==> config.mk <==
export PLATFORM = sky130hd
export DESIGN_NAME = barrel_shifter_pipelined
export DESIGN_NICKNAME = d
export VERILOG_FILES = /design/src/rtl/barrel_shifter_pipelined_pkg.sv /design/src/rtl/barrel_shifter_stage.sv /design/src/rtl/barrel_shifter_pipelined.sv
export SDC_FILE = /design/constraint.sdc
export NUM_CORES = 1
export LEC_CHECK = 0
export ABC_AREA = 0
export ABC_CLOCK_PERIOD_IN_PS = 1800
export BUFFER_PORTS_ARGS = -buffer_cell sky130_fd_sc_hd__buf_2
export CAP_MARGIN = 20
export CORE_UTILIZATION = 50
export CTS_BUF_LIST = sky130_fd_sc_hd__clkbuf_2 sky130_fd_sc_hd__clkbuf_4 sky130_fd_sc_hd__clkbuf_8
export DETAILED_ROUTE_END_ITERATION = 10
export GPL_ROUTABILITY_DRIVEN = 0
export GPL_TIMING_DRIVEN = 0
export PLACE_DENSITY_LB_ADDON = 0.12
export RECOVER_POWER = 100
export SLEW_MARGIN = 20
export SYNTH_ARGS = -nofsm -noshare
export SYNTH_HDL_FRONTEND = slang
export SYNTH_SLANG_ARGS = --single-unit
==> constraint.sdc <==
create_clock -name clock -period 1.8 [get_ports clock]
set_input_delay 0.18 -clock clock [delete_from_list [all_inputs] [get_ports clock]]
set_output_delay 0.18 -clock clock [all_outputs]
set_load 0.005 [all_outputs]
==> src/rtl/barrel_shifter_pipelined_pkg.sv <==
// rtl/barrel_shifter_pipelined_pkg.sv - shared mode and direction types for the pipelined barrel shifter
package barrel_shifter_pipelined_pkg;

    typedef enum logic [1:0] {
        ROTATE     = 2'b00,
        LOGICAL    = 2'b01,
        ARITHMETIC = 2'b10,
        RESERVED   = 2'b11
    } shift_mode_t;

    typedef enum logic {
        LEFT  = 1'b0,
        RIGHT = 1'b1
    } shift_direction_t;

endpackage

==> src/rtl/barrel_shifter_stage.sv <==
// rtl/barrel_shifter_stage.sv - one conditional shift level with its register slice and handshake
module barrel_shifter_stage
    import barrel_shifter_pipelined_pkg::*;
#(
    parameter int WIDTH = 8,
    parameter int SHIFT = 1
) (
    input  logic                     clock,
    input  logic                     reset,
    input  logic                     in_valid,
    output logic                     in_ready,
    input  logic [WIDTH-1:0]         in_data,
    input  logic [$clog2(WIDTH)-1:0] in_amount,
    input  logic                     in_direction,
    input  logic [1:0]               in_mode,
    output logic                     out_valid,
    input  logic                     out_ready,
    output logic [WIDTH-1:0]         out_data,
    output logic [$clog2(WIDTH)-1:0] out_amount,
    output logic                     out_direction,
    output logic [1:0]               out_mode
);

    // Amount bit consumed by this level: SHIFT is 2^BIT.
    localparam int BIT = $clog2(SHIFT);

    logic                     valid_q;
    logic [WIDTH-1:0]         data_q;
    logic [WIDTH-1:0]         data_d;
    logic [WIDTH-1:0]         shifted;
    logic [$clog2(WIDTH)-1:0] amount_q;
    logic                     direction_q;
    logic [1:0]               mode_q;
    logic                     advance;

    // The slot is free when empty or when the downstream takes its contents this cycle.
    assign advance  = !valid_q || out_ready;
    assign in_ready = advance;

    // Shift by SHIFT in the requested direction/mode; bypass when this amount bit is clear.
    always_comb begin
        shifted = in_data;
        if (in_direction == RIGHT) begin
            case (shift_mode_t'(in_mode))
                LOGICAL:    shifted = in_data >> SHIFT;
                ARITHMETIC: shifted = $signed(in_data) >>> SHIFT;
                default:    shifted = {in_data[SHIFT-1:0], in_data[WIDTH-1:SHIFT]};
            endcase
        end else begin
            case (shift_mode_t'(in_mode))
                LOGICAL, ARITHMETIC: shifted = in_data << SHIFT;
                default:             shifted = {in_data[WIDTH-SHIFT-1:0], in_data[WIDTH-1:WIDTH-SHIFT]};
            endcase
        end
        data_d = in_amount[BIT] ? shifted : in_data;
    end

    // Register slice; payload loads only when a valid transfer moves in.
    always_ff @(posedge clock) begin
        if (reset) begin
            valid_q     <= 1'b0;
            data_q      <= '0;
            amount_q    <= '0;
            direction_q <= 1'b0;
            mode_q      <= 2'b00;
        end else if (advance) begin
            valid_q <= in_valid;
            if (in_valid) begin
                data_q      <= data_d;
                amount_q    <= in_amount;
                direction_q <= in_direction;
                mode_q      <= in_mode;
            end
        end
    end

    assign out_valid     = valid_q;
    assign out_data      = data_q;
    assign out_amount    = amount_q;
    assign out_direction = direction_q;
    assign out_mode      = mode_q;

endmodule

==> src/rtl/barrel_shifter_pipelined.sv <==
// rtl/barrel_shifter_pipelined.sv - pipelined rotate/shift unit with valid/ready backpressure
module barrel_shifter_pipelined
    import barrel_shifter_pipelined_pkg::*;
#(
    parameter int  WIDTH      = 8,
    localparam int WIDTH_LOG2 = $clog2(WIDTH)
) (
    input  logic                  clock,
    input  logic                  reset,
    input  logic                  in_valid,
    output logic                  in_ready,
    input  logic [WIDTH-1:0]      in_data,
    input  logic [WIDTH_LOG2-1:0] in_amount,
    input  logic                  in_direction,
    input  logic [1:0]            in_mode,
    output logic                  out_valid,
    input  logic                  out_ready,
    output logic [WIDTH-1:0]      out_data
);

    // Index k feeds stage k; index WIDTH_LOG2 feeds the output register.
    logic                  valid_w     [0:WIDTH_LOG2];
    logic [WIDTH-1:0]      data_w      [0:WIDTH_LOG2];
    logic [WIDTH_LOG2-1:0] amount_w    [0:WIDTH_LOG2];
    logic                  direction_w [0:WIDTH_LOG2];
    logic [1:0]            mode_w      [0:WIDTH_LOG2];

    logic             out_valid_q;
    logic [WIDTH-1:0] out_data_q;
    logic             out_advance;
    logic             unused_tail;

    assign valid_w[0]     = in_valid;
    assign data_w[0]      = in_data;
    assign amount_w[0]    = in_amount;
    assign direction_w[0] = in_direction;
    assign mode_w[0]      = in_mode;

    // Control fields are fully consumed by the last shift level.
    assign unused_tail = ^{amount_w[WIDTH_LOG2], direction_w[WIDTH_LOG2], mode_w[WIDTH_LOG2]};

    assign out_advance = !out_valid_q || out_ready;

    // Levels in LSB-first order; the ready chain is combinational back to the input.
    for (genvar k = 0; k < WIDTH_LOG2; k++) begin : g_stage
        logic stage_in_ready;
        logic stage_out_ready;

        if (k == WIDTH_LOG2 - 1) begin : g_tail
            assign stage_out_ready = out_advance;
        end else begin : g_link
            assign stage_out_ready = g_stage[k+1].stage_in_ready;
        end

        barrel_shifter_stage #(
            .WIDTH(WIDTH),
            .SHIFT(1 << k)
        ) u_stage (
            .clock        (clock),
            .reset        (reset),
            .in_valid     (valid_w[k]),
            .in_ready     (stage_in_ready),
            .in_data      (data_w[k]),
            .in_amount    (amount_w[k]),
            .in_direction (direction_w[k]),
            .in_mode      (mode_w[k]),
            .out_valid    (valid_w[k+1]),
            .out_ready    (stage_out_ready),
            .out_data     (data_w[k+1]),
            .out_amount   (amount_w[k+1]),
            .out_direction(direction_w[k+1]),
            .out_mode     (mode_w[k+1])
        );
    end

    assign in_ready = g_stage[0].stage_in_ready;

    // Output register holds the result steady while the downstream stalls.
    always_ff @(posedge clock) begin
        if (reset) begin
            out_valid_q <= 1'b0;
            out_data_q  <= '0;
        end else if (out_advance) begin
            out_valid_q <= valid_w[WIDTH_LOG2];
            if (valid_w[WIDTH_LOG2]) begin
                out_data_q <= data_w[WIDTH_LOG2];
            end
        end
    end

    assign out_valid = out_valid_q;
    assign out_data  = out_data_q;

endmodule

==> summary.md, run 1 <==
| Metric | Value |
|---|---|
| Outcome | `finished, final reports clean` |
| Final Hold Viols | `0` |
| Site Rows | `24` |
| Final WS setup | `0.167 ns` |
| Mean Syn Cell Area | `8.70 um^2` |
| Crit share post-route | `90.7%` |
| Number of synthesized flops with an enable pin | `0` |
| Gates resized, CTS repair | `0` |
| Hold Path Sink | `g_stage[0].u_stage.out_amount[2]` |
| Grt met2 use | `35.9%` |
| RSZ-0062 raised after global routing | `false` |
| Vias post-DR | `2,059` |
| Syn Inst Count | `268` |
| Final HPWL DP | `3980 um` |
| Clock transition at the registers of the reported paths | `0.09 ns` |
| CP startpoint kind | `flip-flop` |
| Initial antenna violation count | `0` |
| GR Layer Usage met3 | `3.75%` |
| Final setup viols | `0` |
| Asr flop ratio synth | `0%` |
| DRT Pass-1 Iters | `4` |
| TNS Setup | `0 ns` |
| Worst slew pin tran | `0.678 ns` |
| Core area | `0.00441 mm^2` |
| Cell depth of the worst flop-to-flop path | `4` |
| Final WL | `5420 um` |
| Worst setup EP type | `output pin` |
| Clk_skew | `0.00601 ns` |
| Die ar. | `0.00494 mm^2` |
| Num CTS Buffers | `5` |
| Fraction of layout cells with a size suffix above 1 | `16.9%` |
| Ant diodes | `0` |
| GRT Total Usage | `23.6%` |
| Clk buf depth | `2` |
| Synth warnings | `0` |
| Post-route DRC | `0` |
| Final min period | `1.63 ns` |
| Post-route ant nets | `0` |
| Syn nets | `289` |
| Kind of critical path | `flip-flop to output pin` |
| Cell depth of the worst hold path | `3` |
| Synthesized area | `0.00233 mm^2` |
| GR peak layer | `met2` |
| Most frequent cells in the layout | `dfxtp_1 (44), buf_2 (30), nand2_1 (28), a21oi_1 (28), mux2i_1 (22)` |
| HP Class | `primary input to flip-flop` |
| Hold Buf Count CTS | `0` |
| Hold_sp | `in_amount[2]` |
| Die Y | `70.3 um` |
| WP data arrival | `1.45 ns` |
| Slew margin rel. | `54.7%` |
| DR vias/cell | `5.82` |
| Prevailing post-synth register cell | `dfxtp_1` |
| CTS tree | `built` |
| R2R Path Start | `g_stage[2].u_stage.out_valid` |
| Initial Utilization | `52.8%` |
| Die width | `70.3 um` |
| H-Tree Depth | `2` |
| Most common cell after layout, fill and taps aside | `dfxtp_1` |
| Initial DRC Count | `135` |
| GR Overflow Total | `0` |
| First-pass GRT wire length | `9290 um` |
| Register area share after synthesis | `38.6%` |
| GR met1 Demand/Resource | `33.5%` |
| Final nets | `322` |
| R2R Setup Slk | `0.19 ns` |
| Fin. max-slew vios | `0` |
| TritonCTS Sinks | `45` |
| Power Dens Cells | `811 mW/mm^2` |
| Port buffer count | `26` |
| Wire per inst | `15.3 um` |
| Number of global-route vias before repair | `1,955` |
| End of the worst register-to-register path | `g_stage[0].u_stage.out_direction` |
| CP Max Fanout | `10` |
| Dpl ws | `0.291 ns` |
| FMAX | `612 MHz` |
| Clock insertion delay at the later pin of the skew report | `0.30 ns` |
| #FFs+latches synth | `45` |
| Largest net degree at the start of global routing | `15` |
| Leakage | `0.00104 uW` |
| I/O pins | `28` |
| Area growth syn-to-layout | `12.0%` |
| Count of cell types in the netlist | `37` |
| Max VDD drop | `0.305 mV` |
| Total of max-cap violations | `0` |
| Req. time, crit path | `1.62 ns` |
| Post-CTS setup buffers | `0` |
| Root buf cell | `clkbuf_8` |
==> flip-flops by register name, summed over array words and instances (netlist names) <==
name                           cells
g_stage.u_stage.out_amount         3
g_stage.u_stage.out_data          24
g_stage.u_stage.out_direction      2
g_stage.u_stage.out_mode           4
g_stage.u_stage.out_valid          3
out_data                           8
out_valid                          1
==> synth_stat cells (all sizes together) (2+ instances only) <==
cell type	instances	share of area, %
a211oi	4	1.3
a21oi	28	6.0
nand3	16	3.4
a2111o	4	1.9
a211o	6	2.3
nand2	28	4.5
and4b	2	0.86
nand2b	4	1.1
o21ai	22	5.2
nand3b	5	1.6
o32ai	5	2.5
buf	12	3.4
ha	3	1.6
a31o	2	0.75
and3b	2	0.75
clkbuf	8	1.3
a311oi	6	2.3
nor2b	2	0.54
a311o	3	1.3
o2111ai	3	1.1
nor2	15	2.4
or2	2	0.54
mux2i	22	9.4
a31oi	2	0.54
inv	12	1.9
dfxtp	45	39
==> kinds of logic after synthesis <==
logic type,share of synthesized area [%]
compound gates,26.3
simple gates,17.3
flops,38.6
buf+inv,6.65
mux,9.44
fa+ha+maj,1.61
==> per-stage QoR <==
step	area [um^2]	hold slack [ns]	power, uW	std cells	util (%)
5_1_grt	2610	0.119	2210	354	59.2
6_report	2610	0.108	2120	354	59.2
3_5_place_dp	2530	0.434	1360	346	57.3
3_3_place_gp	2530	0.428	1360	346	57.3
4_1_cts	2640	0.108	2140	354	59.9
2_1_floorplan	2330	0.297	1280	268	-
==> final cells by class <==
| class | count | area, um^2 |
|---|---|---|
| Buffer | 20 | 105 |
| Multi-Input combinational cell | 191 | 1250 |
| Fill cell | 422 | 1800 |
| Timing Repair Buffer | 26 | 129 |
| Clock inverter | 2 | 38.8 |
| Inverter | 12 | 45.0 |
| Clock buffer | 6 | 76.3 |
| Tap cell | 52 | 65.1 |
| Sequential cell | 45 | 902 |
==> worst max-delay path by stage <==
stage	startpoint	end	slack, ns	cells past startpoint
6_report	g_stage[2].u_stage.out_valid	in_ready	0.17	5
5_1_grt	g_stage[1].u_stage.out_valid	g_stage[0].u_stage.out_data[2]	0.02	4
4_1_cts	out_valid	in_ready	0.11	5
3_5_place_dp	g_stage[0].u_stage.out_mode[0]	g_stage[1].u_stage.out_data[7]	0.29	5
3_3_place_gp	g_stage[0].u_stage.out_mode[0]	g_stage[1].u_stage.out_data[7]	0.29	5
2_1_floorplan	g_stage[0].u_stage.out_mode[0]	g_stage[1].u_stage.out_data[7]	0.42	5
==> per-layer routing <==
metal | wire length (um) | vias to the layer above
met1 | 2680 | 951
li1 | - | 1050
met4 | 78 | 0
met3 | 252 | 9
met2 | 2410 | 49
met5 | 0 | -
==> worst max-delay path, cell delays in order (launching register included) <==
cell	delay, ns
dfxtp_1	0.42
and4b_1	0.21
buf_4	0.17
buf_4	0.17
nand2_1	0.06
buf_2	0.12
==> power breakdown <==
| part | switching (uW) | internal (uW) |
|---|---|---|
| Clock | 348 | 432 |
| Combinational | 147 | 112 |
| Sequential | 40.2 | 1040 |
| Total | 536 | 1580 |
Power figures use the tool's default switching activity.
==> run 2: changes to the inputs <==
==> constraint.sdc (replaced) <==
create_clock -name clock -period 1.8 [get_ports clock]
set_input_delay 0.36 -clock clock [delete_from_list [all_inputs] [get_ports clock]]
set_output_delay 0.36 -clock clock [all_outputs]
set_load 0.005 [all_outputs]
==> run 2 against run 1 <==
  * Maximum frequency about the same
  * Critical endpoint unchanged
  * Largest power group unchanged
  * Critical path type unchanged
  * Critical path depth unchanged
  * Final area increased by 0.58%
  * Clock-buffer cell count unchanged
  * Worst setup slack about the same
  * Cell count increased by 0.28%
  * Combinational power about the same
  * Global-route usage about the same
  * Flip-flop and latch count unchanged
  * Wire length increased by 0.48%
==> summary.md, run 2 (same netlist as run 1, synthesis figures left out) <==
| Metric | Value |
|---|---|
| Die Y | `70.3 um` |
| Wire per inst | `15.3 um` |
| Max VDD drop | `0.309 mV` |
| Post-route ant nets | `0` |
| Site Rows | `24` |
| Outcome | `finished, final reports clean` |
| Post-route DRC | `0` |
| Area growth syn-to-layout | `12.6%` |
| Die ar. | `0.00494 mm^2` |
| Crit share post-route | `90.8%` |
| Vias post-DR | `2,069` |
| CP delay by family, top | `flip-flops` |
| RSZ-0062 raised after global routing | `false` |
| Crit path top cell by count | `buf_6` |
| Slew margin rel. | `61.3%` |
| Largest net degree at the start of global routing | `15` |
| Port buffer count | `26` |
| DP Cell Count | `346` |
| Initial Utilization | `52.8%` |
| Area occupied by registers | `908 um^2` |
| Final setup viols | `0` |
| Max reg flops | `24` |
| WP data arrival | `1.27 ns` |
| Req. time, crit path | `1.44 ns` |
| Gate power share | `12.3%` |
| CP startpoint kind | `flip-flop` |
| DRT Pass-1 Iters | `4` |
| Clock transition at the registers of the reported paths | `0.09 ns` |
| Final HPWL DP | `3980 um` |
| TritonCTS Sinks | `45` |
| Initial antenna violation count | `0` |
| Ant diodes | `0` |
| Leakage | `0.00103 uW` |
| CP max stage cell | `dfxtp_4` |
| Hold Buf Count CTS | `0` |
| Worst setup EP type | `output pin` |
| Root buf cell | `clkbuf_8` |
| Cell-internal power | `1580 uW` |
| Worst slew pin tran | `0.580 ns` |
| Final nets | `323` |
| Final min period | `1.63 ns` |
| Clock insertion delay at the later pin of the skew report | `0.30 ns` |
| Power Dens Cells | `806 mW/mm^2` |
| First-pass GRT wire length | `9300 um` |
| Clk buf depth | `2` |
| Sw Pwr | `537 uW` |
| TNS Setup | `0 ns` |
| Total of max-cap violations | `0` |
| GRT Total Usage | `23.6%` |
| CP Max Fanout | `10` |
| Number of global-route vias before repair | `1,957` |
| I/O pins | `28` |
| Most frequent cells in the layout | `dfxtp_1 (43), nand2_1 (28), buf_2 (28), a21oi_1 (28), mux2i_1 (22)` |
| R2R Setup Slk | `0.19 ns` |
| Kind of critical path | `flip-flop to output pin` |
| Sw frac | `25.4%` |
| Num CTS Buffers | `5` |
| Multi-input gate area | `0.00125 mm^2` |
| HP Class | `primary input to flip-flop` |
| Clk_skew | `0.00435 ns` |
| Die width | `70.3 um` |
| Crit path cell chain | `and4b_1 -> buf_6 -> buf_6 -> nand2_1 -> clkbuf_1` |
| Worst stage delay on the critical path | `0.39 ns` |
| FMAX | `612 MHz` |
| Final WL | `5450 um` |
| Finished Layout Cells | `355` |
| Fillcell total | `420` |
| Core area | `0.00441 mm^2` |
| Buf/Inv on CP | `3` |
| Fraction of layout cells with a size suffix above 1 | `16.8%` |
| H-Tree Depth | `2` |
| Clk pwr share | `36.9%` |
| Final Hold Viols | `0` |
| DR vias/cell | `5.83` |
| CTS tree | `built` |
| Initial DRC Count | `120` |
| Fin. max-slew vios | `0` |
| GR Overflow Total | `0` |
| Reg power frac | `50.9%` |
| Most common cell after layout, fill and taps aside | `dfxtp_1` |
run 2: changes by cell type in the layout (fill, tap and decap cells not counted), sizes merged:
cell / before / now
clkbuf: 17 / 21
buf: 35 / 32
run 2: final cells by class:
| class | instances | area share (%) |
|---|---|---|
| plain buffers | 20 | 4.14 |
| multi-input cells | 191 | 47.7 |
| flip-flops and latches | 45 | 34.6 |
| clock inverters | 2 | 1.48 |
| repair buffers | 27 | 4.95 |
| inverters | 12 | 1.72 |
| clock buffers | 6 | 2.91 |
| well taps | 52 | 2.48 |
run 2: stage by stage:
stage | utilization (%) | area (um^2) | power, uW | hold WS [ns] | setup WS [ns]
6_report | 59.5 | 2630 | 2120 | 0.293 | 0.166
5_1_grt | 59.5 | 2630 | 2210 | 0.299 | 0.0242
4_1_cts | 59.9 | 2650 | 2140 | 0.288 | 0.0126
3_5_place_dp | 57.3 | 2530 | 1360 | 0.453 | 0.197
3_3_place_gp | 57.3 | 2530 | 1360 | 0.447 | 0.204
2_1_floorplan | - | 2330 | 1280 | 0.435 | 0.418
run 2: layer usage:
metal	track usage [%]	share of wire, %
met5	0	0
met4	8.22	1.2
met3	3.75	4.3
met2	36.1	44
met1	33.4	51
run 2: worst register-to-register path, delay by kind of cell (launching register included):
kind	cells	cell delay (ns)
flops	1	0.37
simple gates	1	0.19
compound gates	1	0.42
mux	1	0.23
buf+inv	2	0.34
run 2: what timing repair did:
action                                  CTS  global route
setup buffers                             0             1
resized for setup                         2             3
endpoints found under the setup margin    1             1
run 2: power groups by stage:
stage	logic [uW]	clock network [uW]	registers (uW)
6_report	260	780	1080
5_1_grt	292	834	1080
4_1_cts	264	799	1080
3_5_place_dp	262	0	1100
3_3_place_gp	257	0	1100
2_1_floorplan	191	0	1090
run 2: path summary, 6_finish.rpt:
path,depth (start not counted),endpoint,start
min,3,g_stage[0].u_stage.out_amount[2],in_amount[2]
min reg2reg,2,g_stage[0].u_stage.out_amount[2],g_stage[0].u_stage.out_amount[2]
max reg2reg,5,g_stage[0].u_stage.out_direction,g_stage[2].u_stage.out_valid
max,5,in_ready,out_valid
==> run 3: changes to the inputs <==
--- a/config.mk
+++ b/config.mk
@@ -14,7 +14,7 @@
 export DETAILED_ROUTE_END_ITERATION = 10
 export GPL_ROUTABILITY_DRIVEN = 0
 export GPL_TIMING_DRIVEN = 0
-export PLACE_DENSITY_LB_ADDON = 0.12
+export PLACE_DENSITY = 0.75
 export RECOVER_POWER = 100
 export SLEW_MARGIN = 20
 export SYNTH_ARGS = -nofsm -noshare
==> run 3 against run 2 <==
  * Worst setup slack got worse by 0.065 ns
  * Flip-flop and latch count unchanged
  * Critical endpoint unchanged
  * Die area unchanged
  * Highest routed layer unchanged
  * Via count decreased by 2.7%
==> summary.md, run 3 (same netlist as run 1, synthesis figures left out) <==
| Metric | Value |
|---|---|
| Post-route ant nets | `0` |
| Initial DRC Count | `62` |
| Most common cell after layout, fill and taps aside | `dfxtp_1` |
| Die ar. | `0.00494 mm^2` |
| Area growth syn-to-layout | `11.7%` |
| TNS Setup | `0 ns` |
| CTS tree | `built` |
| DRT Pass-1 Iters | `4` |
| Req. time, crit path | `1.44 ns` |
| DP Area | `0.00253 mm^2` |
| Worst stage delay on the critical path | `0.38 ns` |
| Num CTS Buffers | `5` |
| Final HPWL DP | `3690 um` |
| Outcome | `finished, final reports clean` |
| Worst slew pin tran | `0.698 ns` |
| Final min period | `1.70 ns` |
| Port buffer count | `26` |
| Final setup viols | `0` |
| CP Max Fanout | `10` |
| Final Hold Viols | `0` |
| Crit path top cell by count | `buf_6` |
| HP Class | `primary input to flip-flop` |
| FMAX | `589 MHz` |
| TritonCTS Sinks | `45` |
| Leakage | `0.00102 uW` |
| Die Y | `70.3 um` |
| Power Dens Cells | `818 mW/mm^2` |
| Ant diodes | `0` |
| Max reg flops | `24` |
| H-Tree Depth | `2` |
| Crit share post-route | `94.3%` |
| CP max stage cell | `dfxtp_4` |
| Max VDD drop | `0.449 mV` |
| Core area | `0.00441 mm^2` |
| Wire per inst | `14.1 um` |
| Root buf cell | `clkbuf_8` |
| Die width | `70.3 um` |
| Final nets | `322` |
| Clk_skew | `0.00323 ns` |
| GRT Total Usage | `21.6%` |
| Most frequent cells in the layout | `dfxtp_1 (43), nand2_1 (28), buf_2 (28), a21oi_1 (28), mux2i_1 (22)` |
| Vias post-DR | `2,013` |
| GR Overflow Total | `0` |
| Crit path cell chain | `and4b_1 -> buf_6 -> buf_6 -> nand2_1 -> buf_2` |
| Site Rows | `24` |
| Final instance area | `0.00261 mm^2` |
| Fraction of layout cells with a size suffix above 1 | `16.2%` |
| Clock transition at the registers of the reported paths | `0.08 ns` |
| Hold Slack | `0.304 ns` |
| Slew margin rel. | `53.4%` |
| First-pass GRT wire length | `8700 um` |
| Kind of critical path | `flip-flop to output pin` |
| Largest net degree at the start of global routing | `14` |
| Fin. max-slew vios | `0` |
| Initial antenna violation count | `0` |
| I/O pins | `28` |
| Clock insertion delay at the later pin of the skew report | `0.30 ns` |
| Total of max-cap violations | `0` |
| RSZ-0062 raised after global routing | `false` |
| Number of global-route vias before repair | `1,922` |
| Fillcell total | `411` |
| Final WL | `4990 um` |
| Worst setup EP type | `output pin` |
| Clk buf depth | `2` |
| WP data arrival | `1.34 ns` |
| Power Total | `2130 uW` |
| Initial Utilization | `52.8%` |
| CP startpoint kind | `flip-flop` |
| Post-route DRC | `0` |
| DR vias/cell | `5.69` |
-- run 3: per-stage QoR --
| step | instances | worst slack (ns) | utilization, % |
|---|---|---|---|
| after floorplan | 268 | 0.418 | - |
| after global placement | 346 | 0.205 | 57.3 |
| after detailed placement | 346 | 0.216 | 57.3 |
| after CTS | 354 | 0.0200 | 60.0 |
| after global routing | 354 | 0.00909 | 59.0 |
| final | 354 | 0.102 | 59.0 |
-- run 3: area by class of cell --
cell class / instances / area [um^2] / share of cell area [%]
multi-input cells: 191 / 1230 / 47.4
well taps: 52 / 65.1 / 2.50
plain buffers: 20 / 109 / 4.18
repair buffers: 26 / 126 / 4.85
clock inverters: 1 / 30.0 / 1.15
clock buffers: 7 / 90.1 / 3.46
flip-flops and latches: 45 / 906 / 34.8
inverters: 12 / 45.0 / 1.73
-- run 3: path summary, 6_finish.rpt --
| check | start | endpoint | slack, ns | cells past startpoint |
|---|---|---|---|---|
| min | in_amount[1] | g_stage[0].u_stage.out_amount[1] | 0.30 | 3 |
| min reg2reg | g_stage[2].u_stage.out_data[0] | out_data[0] | 0.47 | 2 |
| max | out_valid | in_ready | 0.10 | 5 |
| max reg2reg | g_stage[1].u_stage.out_valid | g_stage[0].u_stage.out_data[4] | 0.14 | 4 |
-- run 3: power by group --
group,leakage (uW),internal (uW),switching (uW),total (uW)
clock,0.0000619,468,339,807
combinational,0.000585,109,141,250
sequential,0.000369,1040,35.9,1070
total,0.00102,1610,516,2130
-- run 3: repair_timing --
| action | in CTS | in global routing |
|---|---|---|
| hold buffers | 0 | 0 |
| hold endpoints to repair | 0 | 0 |
| setup buffers | 0 | 0 |
| gates resized for setup | 2 | 2 |
| pin swaps | 0 | 0 |
| gates cloned | 0 | 0 |
| setup endpoints to repair | 1 | 1 |
-- run 3: critical path, delay by kind of cell (launching register included) --
family / cells / cell delay (ns)
AND/OR/NAND/NOR: 2 / 0.26
buffers and inverters: 3 / 0.40
flip-flops: 1 / 0.38
-- run 3: layer usage --
metal | wire [um] | vias to the layer above | track usage (%)
li1 | - | 1049 | -
met5 | 0 | - | 0
met4 | 43 | 0 | 7.78
met2 | 2570 | 41 | 38.5
met3 | 174 | 7 | 5.05
met1 | 2200 | 916 | 25.0
